`src/rtl/alarm_pkg.sv`:
```
// Shared types, time-field widths and the minute-add helper for the alarm bank.
package alarm_pkg;

  localparam int HOUR_W   = 5;
  localparam int MIN_W    = 6;
  localparam int MAX_HOUR = 23;
  localparam int MAX_MIN  = 59;

  typedef enum logic [1:0] {
    ST_DISARMED = 2'd0,
    ST_ARMED    = 2'd1,
    ST_RINGING  = 2'd2,
    ST_SNOOZED  = 2'd3
  } alarm_state_e;

  typedef struct packed {
    logic [HOUR_W-1:0] hour;
    logic [MIN_W-1:0]  min;
  } hm_t;

  localparam logic [MIN_W:0]    MIN_LIMIT    = (MIN_W+1)'(MAX_MIN);
  localparam logic [MIN_W:0]    MINS_PER_HR  = (MIN_W+1)'(MAX_MIN + 1);
  localparam logic [HOUR_W-1:0] HOUR_LIMIT   = HOUR_W'(MAX_HOUR);

  // delta is at most 59, so at most one carry into the hour is possible.
  function automatic hm_t add_minutes(input logic [HOUR_W-1:0] hour,
                                      input logic [MIN_W-1:0]  min,
                                      input logic [MIN_W-1:0]  delta);
    hm_t            res;
    logic [MIN_W:0] sum;
    sum = {1'b0, min} + {1'b0, delta};
    if (sum > MIN_LIMIT) begin
      res.min  = MIN_W'(sum - MINS_PER_HR);
      res.hour = (hour == HOUR_LIMIT) ? '0 : hour + HOUR_W'(1);
    end else begin
      res.min  = sum[MIN_W-1:0];
      res.hour = hour;
    end
    return res;
  endfunction

endpackage

```
`src/rtl/alarm_bank_if.sv`:
```
// Time-of-day, programming and ring-status signals between the clock core and the alarm bank.
interface alarm_bank_if #(
  parameter int NUM_ALARMS = 4
);
  import alarm_pkg::*;

  localparam int IDX_W = (NUM_ALARMS > 1) ? $clog2(NUM_ALARMS) : 1;

  logic                  tick_1hz;
  logic [HOUR_W-1:0]     cur_hour;
  logic [MIN_W-1:0]      cur_min;
  logic [MIN_W-1:0]      cur_sec;
  logic                  wr_en;
  logic [IDX_W-1:0]      wr_idx;
  logic [HOUR_W-1:0]     wr_hour;
  logic [MIN_W-1:0]      wr_min;
  logic                  wr_arm;
  logic                  wr_repeat;
  logic                  stop;
  logic                  snooze;
  logic                  wr_err;
  logic                  ring;
  logic [IDX_W-1:0]      ring_idx;
  logic [NUM_ALARMS-1:0] armed;

  modport master (
    output tick_1hz, cur_hour, cur_min, cur_sec,
    output wr_en, wr_idx, wr_hour, wr_min, wr_arm, wr_repeat,
    output stop, snooze,
    input  wr_err, ring, ring_idx, armed
  );

  modport slave (
    input  tick_1hz, cur_hour, cur_min, cur_sec,
    input  wr_en, wr_idx, wr_hour, wr_min, wr_arm, wr_repeat,
    input  stop, snooze,
    output wr_err, ring, ring_idx, armed
  );

endinterface

```
`src/rtl/alarm_channel.sv`:
```
// One alarm: stored time, repeat flag, snooze target, ring counter and its ring/snooze/stop FSM.
module alarm_channel
  import alarm_pkg::*;
#(
  parameter int RING_SECS  = 60,
  parameter int SNOOZE_MIN = 5
) (
  input  logic              clk,
  input  logic              rst,
  input  logic              tick_i,
  input  logic [HOUR_W-1:0] cur_hour_i,
  input  logic [MIN_W-1:0]  cur_min_i,
  input  logic [MIN_W-1:0]  cur_sec_i,
  input  logic              wr_load_i,
  input  logic [HOUR_W-1:0] wr_hour_i,
  input  logic [MIN_W-1:0]  wr_min_i,
  input  logic              wr_arm_i,
  input  logic              wr_repeat_i,
  input  logic              stop_i,
  input  logic              snooze_i,
  output logic              ring_o,
  output logic              armed_o
);

  localparam int                 CNT_W        = $clog2(RING_SECS + 1);
  localparam logic [CNT_W-1:0]   CNT_LAST     = CNT_W'(RING_SECS - 1);
  localparam logic [MIN_W-1:0]   SNOOZE_DELTA = MIN_W'(SNOOZE_MIN);

  alarm_state_e      state_q;
  logic [HOUR_W-1:0] hour_q;
  logic [MIN_W-1:0]  min_q;
  logic              repeat_q;
  logic [HOUR_W-1:0] snz_hour_q;
  logic [MIN_W-1:0]  snz_min_q;
  logic [CNT_W-1:0]  cnt_q;

  hm_t               snooze_target_d;
  logic [HOUR_W-1:0] target_hour;
  logic [MIN_W-1:0]  target_min;
  logic              match;

  assign snooze_target_d = add_minutes(cur_hour_i, cur_min_i, SNOOZE_DELTA);

  assign target_hour = (state_q == ST_SNOOZED) ? snz_hour_q : hour_q;
  assign target_min  = (state_q == ST_SNOOZED) ? snz_min_q  : min_q;
  assign match = tick_i && (cur_sec_i == '0) &&
                 (cur_hour_i == target_hour) && (cur_min_i == target_min);

  always_ff @(posedge clk or posedge rst) begin
    if (rst) begin
      state_q    <= ST_DISARMED;
      hour_q     <= '0;
      min_q      <= '0;
      repeat_q   <= 1'b0;
      snz_hour_q <= '0;
      snz_min_q  <= '0;
      cnt_q      <= '0;
    end else if (wr_load_i) begin
      hour_q     <= wr_hour_i;
      min_q      <= wr_min_i;
      repeat_q   <= wr_repeat_i;
      snz_hour_q <= '0;
      snz_min_q  <= '0;
      cnt_q      <= '0;
      state_q    <= wr_arm_i ? ST_ARMED : ST_DISARMED;
    end else begin
      unique case (state_q)
        ST_RINGING: begin
          if (stop_i) begin
            state_q <= repeat_q ? ST_ARMED : ST_DISARMED;
            cnt_q   <= '0;
          end else if (snooze_i) begin
            snz_hour_q <= snooze_target_d.hour;
            snz_min_q  <= snooze_target_d.min;
            cnt_q      <= '0;
            state_q    <= ST_SNOOZED;
          end else if (tick_i) begin
            // The match tick itself is not counted; this is the final counted tick.
            if (cnt_q == CNT_LAST) begin
              state_q <= repeat_q ? ST_ARMED : ST_DISARMED;
              cnt_q   <= '0;
            end else begin
              cnt_q <= cnt_q + CNT_W'(1);
            end
          end
        end
        ST_ARMED, ST_SNOOZED: begin
          if (match) begin
            state_q <= ST_RINGING;
            cnt_q   <= '0;
          end
        end
        default: ;
      endcase
    end
  end

  assign ring_o  = (state_q == ST_RINGING);
  assign armed_o = (state_q != ST_DISARMED);

endmodule

```
`src/rtl/alarm_bank.sv`:
```
// Bank of independently programmable alarms; decodes writes and merges per-channel ring status.
module alarm_bank
  import alarm_pkg::*;
#(
  parameter int NUM_ALARMS = 4,
  parameter int RING_SECS  = 60,
  parameter int SNOOZE_MIN = 5
) (
  input  logic       clk,
  input  logic       rst,
  alarm_bank_if.slave bus
);

  localparam int IDX_W = (NUM_ALARMS > 1) ? $clog2(NUM_ALARMS) : 1;

  logic                  wr_valid;
  logic                  wr_err_q;
  logic [NUM_ALARMS-1:0] ring_vec;
  logic [NUM_ALARMS-1:0] armed_vec;
  logic [IDX_W-1:0]      ring_idx;

  assign wr_valid = (bus.wr_hour <= HOUR_LIMIT) && (bus.wr_min <= MIN_W'(MAX_MIN));

  always_ff @(posedge clk or posedge rst) begin
    if (rst) begin
      wr_err_q <= 1'b0;
    end else begin
      wr_err_q <= bus.wr_en && !wr_valid;
    end
  end

  generate
    for (genvar gi = 0; gi < NUM_ALARMS; gi++) begin : g_chan
      alarm_channel #(
        .RING_SECS  (RING_SECS),
        .SNOOZE_MIN (SNOOZE_MIN)
      ) u_chan (
        .clk         (clk),
        .rst         (rst),
        .tick_i      (bus.tick_1hz),
        .cur_hour_i  (bus.cur_hour),
        .cur_min_i   (bus.cur_min),
        .cur_sec_i   (bus.cur_sec),
        .wr_load_i   (bus.wr_en && wr_valid && (bus.wr_idx == IDX_W'(gi))),
        .wr_hour_i   (bus.wr_hour),
        .wr_min_i    (bus.wr_min),
        .wr_arm_i    (bus.wr_arm),
        .wr_repeat_i (bus.wr_repeat),
        .stop_i      (bus.stop),
        .snooze_i    (bus.snooze),
        .ring_o      (ring_vec[gi]),
        .armed_o     (armed_vec[gi])
      );
    end
  endgenerate

  // Scan high to low so the lowest ringing index wins.
  always_comb begin
    ring_idx = '0;
    for (int i = NUM_ALARMS - 1; i >= 0; i--) begin
      if (ring_vec[i]) begin
        ring_idx = IDX_W'(i);
      end
    end
  end

  assign bus.wr_err   = wr_err_q;
  assign bus.ring     = |ring_vec;
  assign bus.ring_idx = ring_idx;
  assign bus.armed    = armed_vec;

endmodule
```
`src/flat_wrapper.sv`:
```
// flat-port wrapper written by rule: the top's interface ports become plain ports
module alarm_bank_flat import alarm_pkg::*;
#(
  parameter int NUM_ALARMS = 4,
  parameter int RING_SECS  = 60,
  parameter int SNOOZE_MIN = 5
)
  (clk, rst, bus_tick_1hz, bus_cur_hour, bus_cur_min, bus_cur_sec, bus_wr_en, bus_wr_idx, bus_wr_hour, bus_wr_min, bus_wr_arm, bus_wr_repeat, bus_stop, bus_snooze, bus_wr_err, bus_ring, bus_ring_idx, bus_armed);
  alarm_bank_if #(.NUM_ALARMS(NUM_ALARMS)) bus_i ();
  input  logic clk;
  input  logic rst;
  input wire logic [$bits(bus_i.tick_1hz)-1:0] bus_tick_1hz;
  input wire logic [$bits(bus_i.cur_hour)-1:0] bus_cur_hour;
  input wire logic [$bits(bus_i.cur_min)-1:0] bus_cur_min;
  input wire logic [$bits(bus_i.cur_sec)-1:0] bus_cur_sec;
  input wire logic [$bits(bus_i.wr_en)-1:0] bus_wr_en;
  input wire logic [$bits(bus_i.wr_idx)-1:0] bus_wr_idx;
  input wire logic [$bits(bus_i.wr_hour)-1:0] bus_wr_hour;
  input wire logic [$bits(bus_i.wr_min)-1:0] bus_wr_min;
  input wire logic [$bits(bus_i.wr_arm)-1:0] bus_wr_arm;
  input wire logic [$bits(bus_i.wr_repeat)-1:0] bus_wr_repeat;
  input wire logic [$bits(bus_i.stop)-1:0] bus_stop;
  input wire logic [$bits(bus_i.snooze)-1:0] bus_snooze;
  output wire logic [$bits(bus_i.wr_err)-1:0] bus_wr_err;
  output wire logic [$bits(bus_i.ring)-1:0] bus_ring;
  output wire logic [$bits(bus_i.ring_idx)-1:0] bus_ring_idx;
  output wire logic [$bits(bus_i.armed)-1:0] bus_armed;
  assign bus_i.tick_1hz = bus_tick_1hz;
  assign bus_i.cur_hour = bus_cur_hour;
  assign bus_i.cur_min = bus_cur_min;
  assign bus_i.cur_sec = bus_cur_sec;
  assign bus_i.wr_en = bus_wr_en;
  assign bus_i.wr_idx = bus_wr_idx;
  assign bus_i.wr_hour = bus_wr_hour;
  assign bus_i.wr_min = bus_wr_min;
  assign bus_i.wr_arm = bus_wr_arm;
  assign bus_i.wr_repeat = bus_wr_repeat;
  assign bus_i.stop = bus_stop;
  assign bus_i.snooze = bus_snooze;
  assign bus_wr_err = bus_i.wr_err;
  assign bus_ring = bus_i.ring;
  assign bus_ring_idx = bus_i.ring_idx;
  assign bus_armed = bus_i.armed;
  alarm_bank #(.NUM_ALARMS(NUM_ALARMS), .RING_SECS(RING_SECS), .SNOOZE_MIN(SNOOZE_MIN)) u_core (.clk(clk), .rst(rst), .bus(bus_i));
endmodule
```
`config.mk`:
```
export PLATFORM = sky130hd
export DESIGN_NAME = alarm_bank_flat
export DESIGN_NICKNAME = d
export VERILOG_FILES = /design/src/rtl/alarm_pkg.sv /design/src/rtl/alarm_bank_if.sv /design/src/rtl/alarm_channel.sv /design/src/rtl/alarm_bank.sv /design/src/flat_wrapper.sv
export SDC_FILE = /design/constraint.sdc
export NUM_CORES = 1
export LEC_CHECK = 0
export CORE_MARGIN = 2
export CORE_UTILIZATION = 55
export CTS_BUF_LIST = sky130_fd_sc_hd__clkbuf_8
export DETAILED_ROUTE_END_ITERATION = 12
export GPL_TIMING_DRIVEN = 0
export PLACE_DENSITY_LB_ADDON = 0.1
export SLEW_MARGIN = 20
export SYNTH_ARGS = -nofsm -noshare
export SYNTH_HDL_FRONTEND = slang
export SYNTH_HIERARCHICAL = 1
export SYNTH_SLANG_ARGS = --single-unit
```
`constraint.sdc`:
```
create_clock -name clk -period 3.3 [get_ports clk]
set_input_delay 0.33 -clock clk [delete_from_list [all_inputs] [get_ports clk]]
set_output_delay 0.33 -clock clk [all_outputs]
set_load 0.01 [all_outputs]
```
==> impl_results.md, run 1 <==
- Status: finished clean
- EDFF count, synth: 0
- Post-DP HPWL: about 18000 um
- Vias/cell: 6.42
- Setup TNS: 0 ps
- Final Hold Viols: 0
- Root Driver: clkbuf_8
- Total power of the final layout: between 5 and 6 mW
- Pin count of the biggest net entering global routing: 32
- Congestion Overflow GR: 0
- Post-CTS resize count: 0
- CP Class: in2reg
- Switching power as a share of total power: 0.327
- Drt initial violations: about 750
- Synthesized flop and latch total: between 100 and 150
- Commonest non-fill, non-tap cell in the layout: dfrtp_1
- Hold buffers post-CTS: 0
- Die height: roughly 130 um
- Residual DRC: 0
- Critical Path Sink Type: flip-flop
- Share of synthesized registers carrying an async set or reset: 1.00
- # rows: 46
- Number of max-cap violations: 0
- Worst ir drop on vdd: between 0.3 and 0.4 mV
- Initial antenna violation count: 0
- Post-synth top flop: dfrtp_1
- First-pass DRT Iterations: 6
- Worst skew pair latency: between 400 and 500 ps
- Synthesized cell area: 8840 um2
- DR WL/cell: roughly 20 um
- Fmax: 320 MHz
- Die footprint: 17100 um2
- Layout area overhead: 13.3%
- GRT Overall Usage: 0.314
- Seq pwr share: 0.397
- # setup viols final: 0
- Worst clock skew: roughly 13 ps
- Placed Area: 9550 um2
- Layout Nets: around 1100
- Post-synthesis sequential area ratio: 0.354
- Unrepaired setup endpoints after global routing: false
- Mapped Nets: 1035
- Starting Density: 0.559
- Clock buffer depth: 2
- Leakage: 4.11 nW
- Die Wd: 131 um
- # port buffers: 45
- CTS tree: built
- Slew @ Worst Pin: about 1200 ps
- Clock-pin slew on the worst setup and hold paths: about 80 ps
- Crit path required time: ~3700 ps
- Io pins: 46
- Cells after DPL: 1234
- Core area: 15800 um2
- CTS buffer count: 17
- Period utilisation layout: 0.946
- Vias: 8126
- Hold Path Class: in2async
- Commonest non-fill, non-tap cells in the layout: dfrtp_1, nand2_1, o21ai_0, inv_1, nor2_1
- CP Launch Type: primary input
- Vias in the first global route: between 7000 and 8000
- Layout cell share with drive strength beyond 1: 0.148
- Drt total wl: about 26000 um
- Post-Syn Instances: 973
- Comb pwr share: 0.282
- Internal Dissipation: between 3 and 4 mW
- Post-route ant nets: 0
- Slew margin rel.: 0.226
- Final Cell Area: roughly 10000 um2
- N_diodes: 0
- CTS sink count: approximately 130
- Crit path DAT: ~3500 ps
- Setup bufs post-CTS: 0
- H-tree lvl count: 4
- Synth warn: 6
- Syn Area/Cell: between 9 and 10 um2
- PD cells: 505 nW/um2
- Clock network power share: 0.321
- First-pass GRT wire length: 41000 um
- Cell variety after synth: 88
- Gpl congestion: between 0.8 and 0.9
- Critical Path Fanout Max: 18
- Fin. max-slew vios: 0
- Final Non-Filler Cells: ~1300
- Post-layout minimum cycle time: about 3100 ps
- Switching pwr: approximately 1.7 mW
## path summary, 6_finish.rpt
path / from / end / slack, ps / depth (start not counted)
setup / recovery: bus_cur_hour[3] / u_core/g_chan[1].u_chan/cnt_q[0] / 180 / 8
max in group asynchronous: rst / u_core/g_chan[0].u_chan/snz_min_q[2] / 2290 / 2
hold reg to reg: u_core/g_chan[1].u_chan/repeat_q / u_core/g_chan[1].u_chan/repeat_q / 520 / 1
setup reg to reg: u_core/g_chan[1].u_chan/state_q[0] / u_core/g_chan[1].u_chan/cnt_q[0] / 770 / 8
min in group clk: bus_cur_hour[0] / u_core/g_chan[2].u_chan/snz_hour_q[0] / 440 / 3
hold / removal: rst / u_core/bus.wr_err / 250 / 2
## registers in the layout, summed over array words and instances (netlist names)
signal / flops
u_core/g_chan.u_chan/snz_hour_q: 20
u_core/g_chan.u_chan/hour_q: 20
u_core/g_chan.u_chan/snz_min_q: 24
u_core/g_chan.u_chan/cnt_q: 24
u_core/g_chan.u_chan/min_q: 24
u_core/bus.wr_err: 1
u_core/g_chan.u_chan/repeat_q: 4
u_core/g_chan.u_chan/state_q: 8
## cell families after synthesis
kind of cell	synth area share
mux	0.0808
flops	0.354
fa+ha+maj	0.0340
simple gates	0.202
buf+inv	0.0511
compound gates	0.226
xor+xnor	0.0525
## power by group through the flow
stage / Clock, mW / Combinational (mW) / Sequential [mW]
floorplan: 0 / 1.01 / 1.96
global placement: 0 / 1.38 / 2.02
detailed placement: 0 / 1.40 / 2.03
CTS: 1.64 / 1.41 / 2.01
global route: 1.71 / 1.58 / 2.04
finish: 1.63 / 1.43 / 2.01
## critical path: stages
cell             delay (ps)
clkdlybuf4s50_1        1180
inv_1                   230
a2111oi_2               370
a31oi_1                 100
nor4b_1                 360
o2111ai_1               250
o21ai_2                 280
mux2_2                  360
## final cells by class
class,instances,area [um2]
buffer,44,213
clock buffer,21,289
clock inverter,11,186
fill,1400,5810
inverter,64,240
multi-input combinational,740,5260
sequential,125,3130
tap,216,270
timing repair buffer,45,430
## metal layers
layer	up-vias	wire length, um	track usage
met3	43	1680	0.0603
met2	332	12300	0.516
met4	0	595	0.107
met5	-	0	0
li1	3748	-	-
met1	4003	11200	0.418
## Yosys cell counts, types with 5 or more instances
master / instances / area, um2
clkbuf_1: 24 / 90.1
o2111ai_1: 12 / 105
or2_2: 7 / 43.8
or4_1: 10 / 75.1
nand2_1: 76 / 285
o21ai_0: 62 / 310
a22oi_1: 8 / 60.1
nor3_1: 16 / 80.1
nand2b_1: 12 / 75.1
nor2b_1: 19 / 119
o21ai_1: 6 / 30.0
nand3_1: 37 / 185
nand4_1: 14 / 87.6
a21oi_1: 45 / 225
ha_1: 24 / 300
xnor2_1: 38 / 333
mux2_2: 43 / 484
nand2_4: 5 / 56.3
and2_1: 8 / 50.1
nor4_1: 10 / 62.6
o221ai_1: 8 / 70.1
o211ai_1: 5 / 37.5
nor2_1: 52 / 195
a31oi_1: 23 / 144
buf_2: 10 / 50.1
dfrtp_1: 125 / 3130
buf_4: 5 / 37.5
mux2i_1: 20 / 200
o22ai_1: 12 / 75.1
a211oi_1: 11 / 82.6
and4b_1: 6 / 60.1
inv_1: 62 / 233
and3_1: 10 / 62.6
xor2_1: 15 / 131
nor4b_1: 10 / 87.6
## per-stage QoR
step | util | worst slack, ps | hold slack, ps
final | 0.633 | 177 | 254
after global routing | 0.633 | 12.9 | 230
after CTS | 0.633 | 36.9 | 222
after detailed placement | 0.603 | -433 | 502
after global placement | 0.604 | -576 | 495
after floorplan | - | 1090 | 58.7
Power figures use the tool's default switching activity.
==> run 2, diff against run 1 <==
Settings changed: CORE_UTILIZATION 55 to 35.
==> run 2 against run 1 <==
  * Non-clock buffer count is the same
  * Clock power shrank 7%
  * Global-route usage is 9.5 points lower
  * Largest cell class unchanged
==> impl_results.md, run 2 (synthesis results as in run 1) <==
- Status: finished clean (unchanged)
- H-tree lvl count: 4 (unchanged)
- CTS buffer count: 17 (unchanged)
- Critical Path Fanout Max: 19 (was 18)
- Congestion Overflow GR: 0 (unchanged)
- Placed Area: 9680 um2 (was 9550 um2)
- Largest regs: u_core/g_chan.u_chan/cnt_q: 24 flops, u_core/g_chan.u_chan/min_q: 24 flops, u_core/g_chan.u_chan/snz_min_q: 24 flops (unchanged)
- CTS sink count: 125 (unchanged)
- First-pass GRT wire length: 44200 um (was 41000 um)
- R2R Path End: u_core/g_chan[1].u_chan/cnt_q[0] (unchanged)
- Clock buffer depth: 2 (unchanged)
- Worst skew pair latency: 470 ps (was 460 ps)
- Layout cell share with drive strength beyond 1: 0.150 (was 0.148)
- Fin. max-slew vios: 0 (unchanged)
- Gpl congestion: 0.820 (was 0.883)
- Top Metal Used: met4 (unchanged)
- Final Worst Setup Slack: 234 ps (was 177 ps)
- CP delay by family, top: buffers and inverters (unchanged)
- CP max stage delay: 1190 ps (was 1180 ps)
- Layout Nets: 1099 (unchanged)
- Root Driver: clkbuf_8 (unchanged)
- Crit path required time: 3680 ps (was 3650 ps)
- # setup viols final: 0 (unchanged)
- Core area: 25000 um2 (was 15800 um2)
- Starting Density: 0.354 (was 0.559)
- Post-DP HPWL: 19800 um (was 17800 um)
- Slew @ Worst Pin: 1080 ps (was 1160 ps)
- Die height: 163 um (was 131 um)
- Drt initial violations: 521 (was 751)
- Vias: 7881 (was 8126)
- Period utilisation layout: 0.929 (was 0.946)
- # port buffers: 45 (unchanged)
- Residual DRC: 0 (unchanged)
- Vias in the first global route: 7753 (was 7733)
- Crit path cell chain: clkdlybuf4s50_1 -> buf_2 -> nand2_1 -> nor2_4 -> xnor2_1 -> o31ai_4 -> nand2_4 -> or4_1 -> a31oi_1 (was clkdlybuf4s50_1 -> inv_1 -> a2111oi_2 -> a31oi_1 -> nor4b_1 -> o2111ai_1 -> o21ai_2 -> mux2_2)
- Setup TNS: 0 ps (unchanged)
- Worst clock skew: 16.4 ps (was 13.5 ps)
- Number of max-cap violations: 0 (unchanged)
- Drt total wl: 27900 um (was 25700 um)
- Finished Core Util: 0.405 (was 0.633)
- Layout area overhead: 14.3% (was 13.3%)
- Commonest non-fill, non-tap cell in the layout: dfrtp_1 (unchanged)
- Critical Path Sink Type: flip-flop (unchanged)
- CTS tree: built (unchanged)
- Slew margin rel.: 0.277 (was 0.226)
- Reg2reg setup slack: 790 ps (was 770 ps)
- Final Cell Area: 10100 um2 (was 10000 um2)
- Fmax: 326 MHz (was 320 MHz)
- CP Class: in2reg (unchanged)
- CP Launch Type: primary input (unchanged)
- Critical path buffers and inverters: 2 (unchanged)
- Hold Path Class: in2async (unchanged)
- Pin count of the biggest net entering global routing: 32 (unchanged)
- Place WS: -307 ps (was -433 ps)
- Setup bufs post-CTS: 0 (unchanged)
- Post-route ant nets: 0 (unchanged)
- Wire length on met3: 918 um (was 1680 um)
- Met2 routed WL: 13500 um (was 12300 um)
- PD cells: 490 nW/um2 (was 505 nW/um2)
- First-pass DRT Iterations: 5 (was 6)
- Unrepaired setup endpoints after global routing: false (unchanged)
- Leakage: 4.08 nW (was 4.11 nW)
- Commonest non-fill, non-tap cells in the layout: dfrtp_1, nand2_1, o21ai_0, inv_1, nor2_1 (unchanged)
- Worst ir drop on vdd: 0.208 mV (was 0.395 mV)
- Die Wd: 163 um (was 131 um)
- Die footprint: 26600 um2 (was 17100 um2)
- DR WL/cell: 20.3 um (about the same)
- Max stage delay cell, worst path: clkdlybuf4s50_1 (unchanged)
- Crit path DAT: 3450 ps (was 3470 ps)
- Wl on met1: 13100 um (was 11200 um)
- Worst Reg-to-Reg Cells: 8 (unchanged)
- GRT Overall Usage: 0.218 (was 0.314)
- Io pins: 46 (unchanged)
- Initial antenna violation count: 0 (unchanged)
- Post-layout minimum cycle time: 3070 ps (was 3120 ps)
- Worst r2r src: u_core/g_chan[1].u_chan/state_q[0] (unchanged)
- Vias/cell: 5.71 (was 6.42)
- Final Hold Viols: 0 (unchanged)
- Clock-pin slew on the worst setup and hold paths: 70 ps (was 80 ps)
- # rows: 58 (was 46)
==> run 2: changes by cell type in the layout (fill, tap and decap cells not counted), sizes merged <==
cell           delta
buf               +3
bufinv            -1
clkbuf            -2
clkdlybuf4s50     -3
clkinvlp          +3
diode             +1
inv               -1
==> run 2: how the worst max path moves through the flow <==
stage,from,to,slack (ps),cells after the start
after floorplan,bus_cur_sec[3],u_core/g_chan[1].u_chan/cnt_q[0],1090,7
after global placement,bus_cur_min[0],u_core/g_chan[0].u_chan/snz_hour_q[3],-640,11
after detailed placement,bus_cur_hour[3],u_core/g_chan[1].u_chan/cnt_q[0],-310,8
after CTS,u_core/g_chan[3].u_chan/state_q[1],bus_ring_idx[1],120,7
after global routing,bus_cur_min[4],u_core/g_chan[3].u_chan/snz_hour_q[4],30,9
final,bus_cur_min[4],u_core/g_chan[3].u_chan/snz_hour_q[4],230,9
==> run 2: final cells by class <==
class	count	area [um2]
Tap cell	330	413
Sequential cell	125	3130
Timing Repair Buffer	45	415
Inverter	64	240
Fill cell	2581	14900
Clock buffer	19	262
Multi-Input combinational cell	740	5260
Buffer	44	213
Antenna cell	1	2.50
Clock inverter	12	170
==> run 2: where the power goes <==
| group | switching [mW] | internal [mW] |
|---|---|---|
| registers | 0.217 | 1.79 |
| logic | 0.789 | 0.637 |
| clock network | 0.664 | 0.853 |
| total | 1.67 | 3.28 |
==> run 2: metrics by stage <==
step | hold WS (ps) | total power [mW] | cells
2_1_floorplan | 58.7 | 2.97 | 973
3_3_place_gp | 499 | 3.45 | 1348
3_5_place_dp | 495 | 3.46 | 1348
4_1_cts | 256 | 4.99 | 1379
5_1_grt | 264 | 5.24 | 1379
6_report | 269 | 4.95 | 1380
==> run 2: what timing repair did <==
action                     in CTS  in global routing
resized for setup               0                  2
setup endpoints to repair       0                  2
hold buffers                    0                  0
==> run 2: routing by layer <==
layer | vias up | track usage
li1 | 3758 | -
met1 | 3922 | 0.297
met2 | 171 | 0.364
met3 | 30 | 0.0283
met4 | 0 | 0.0603
met5 | - | 0
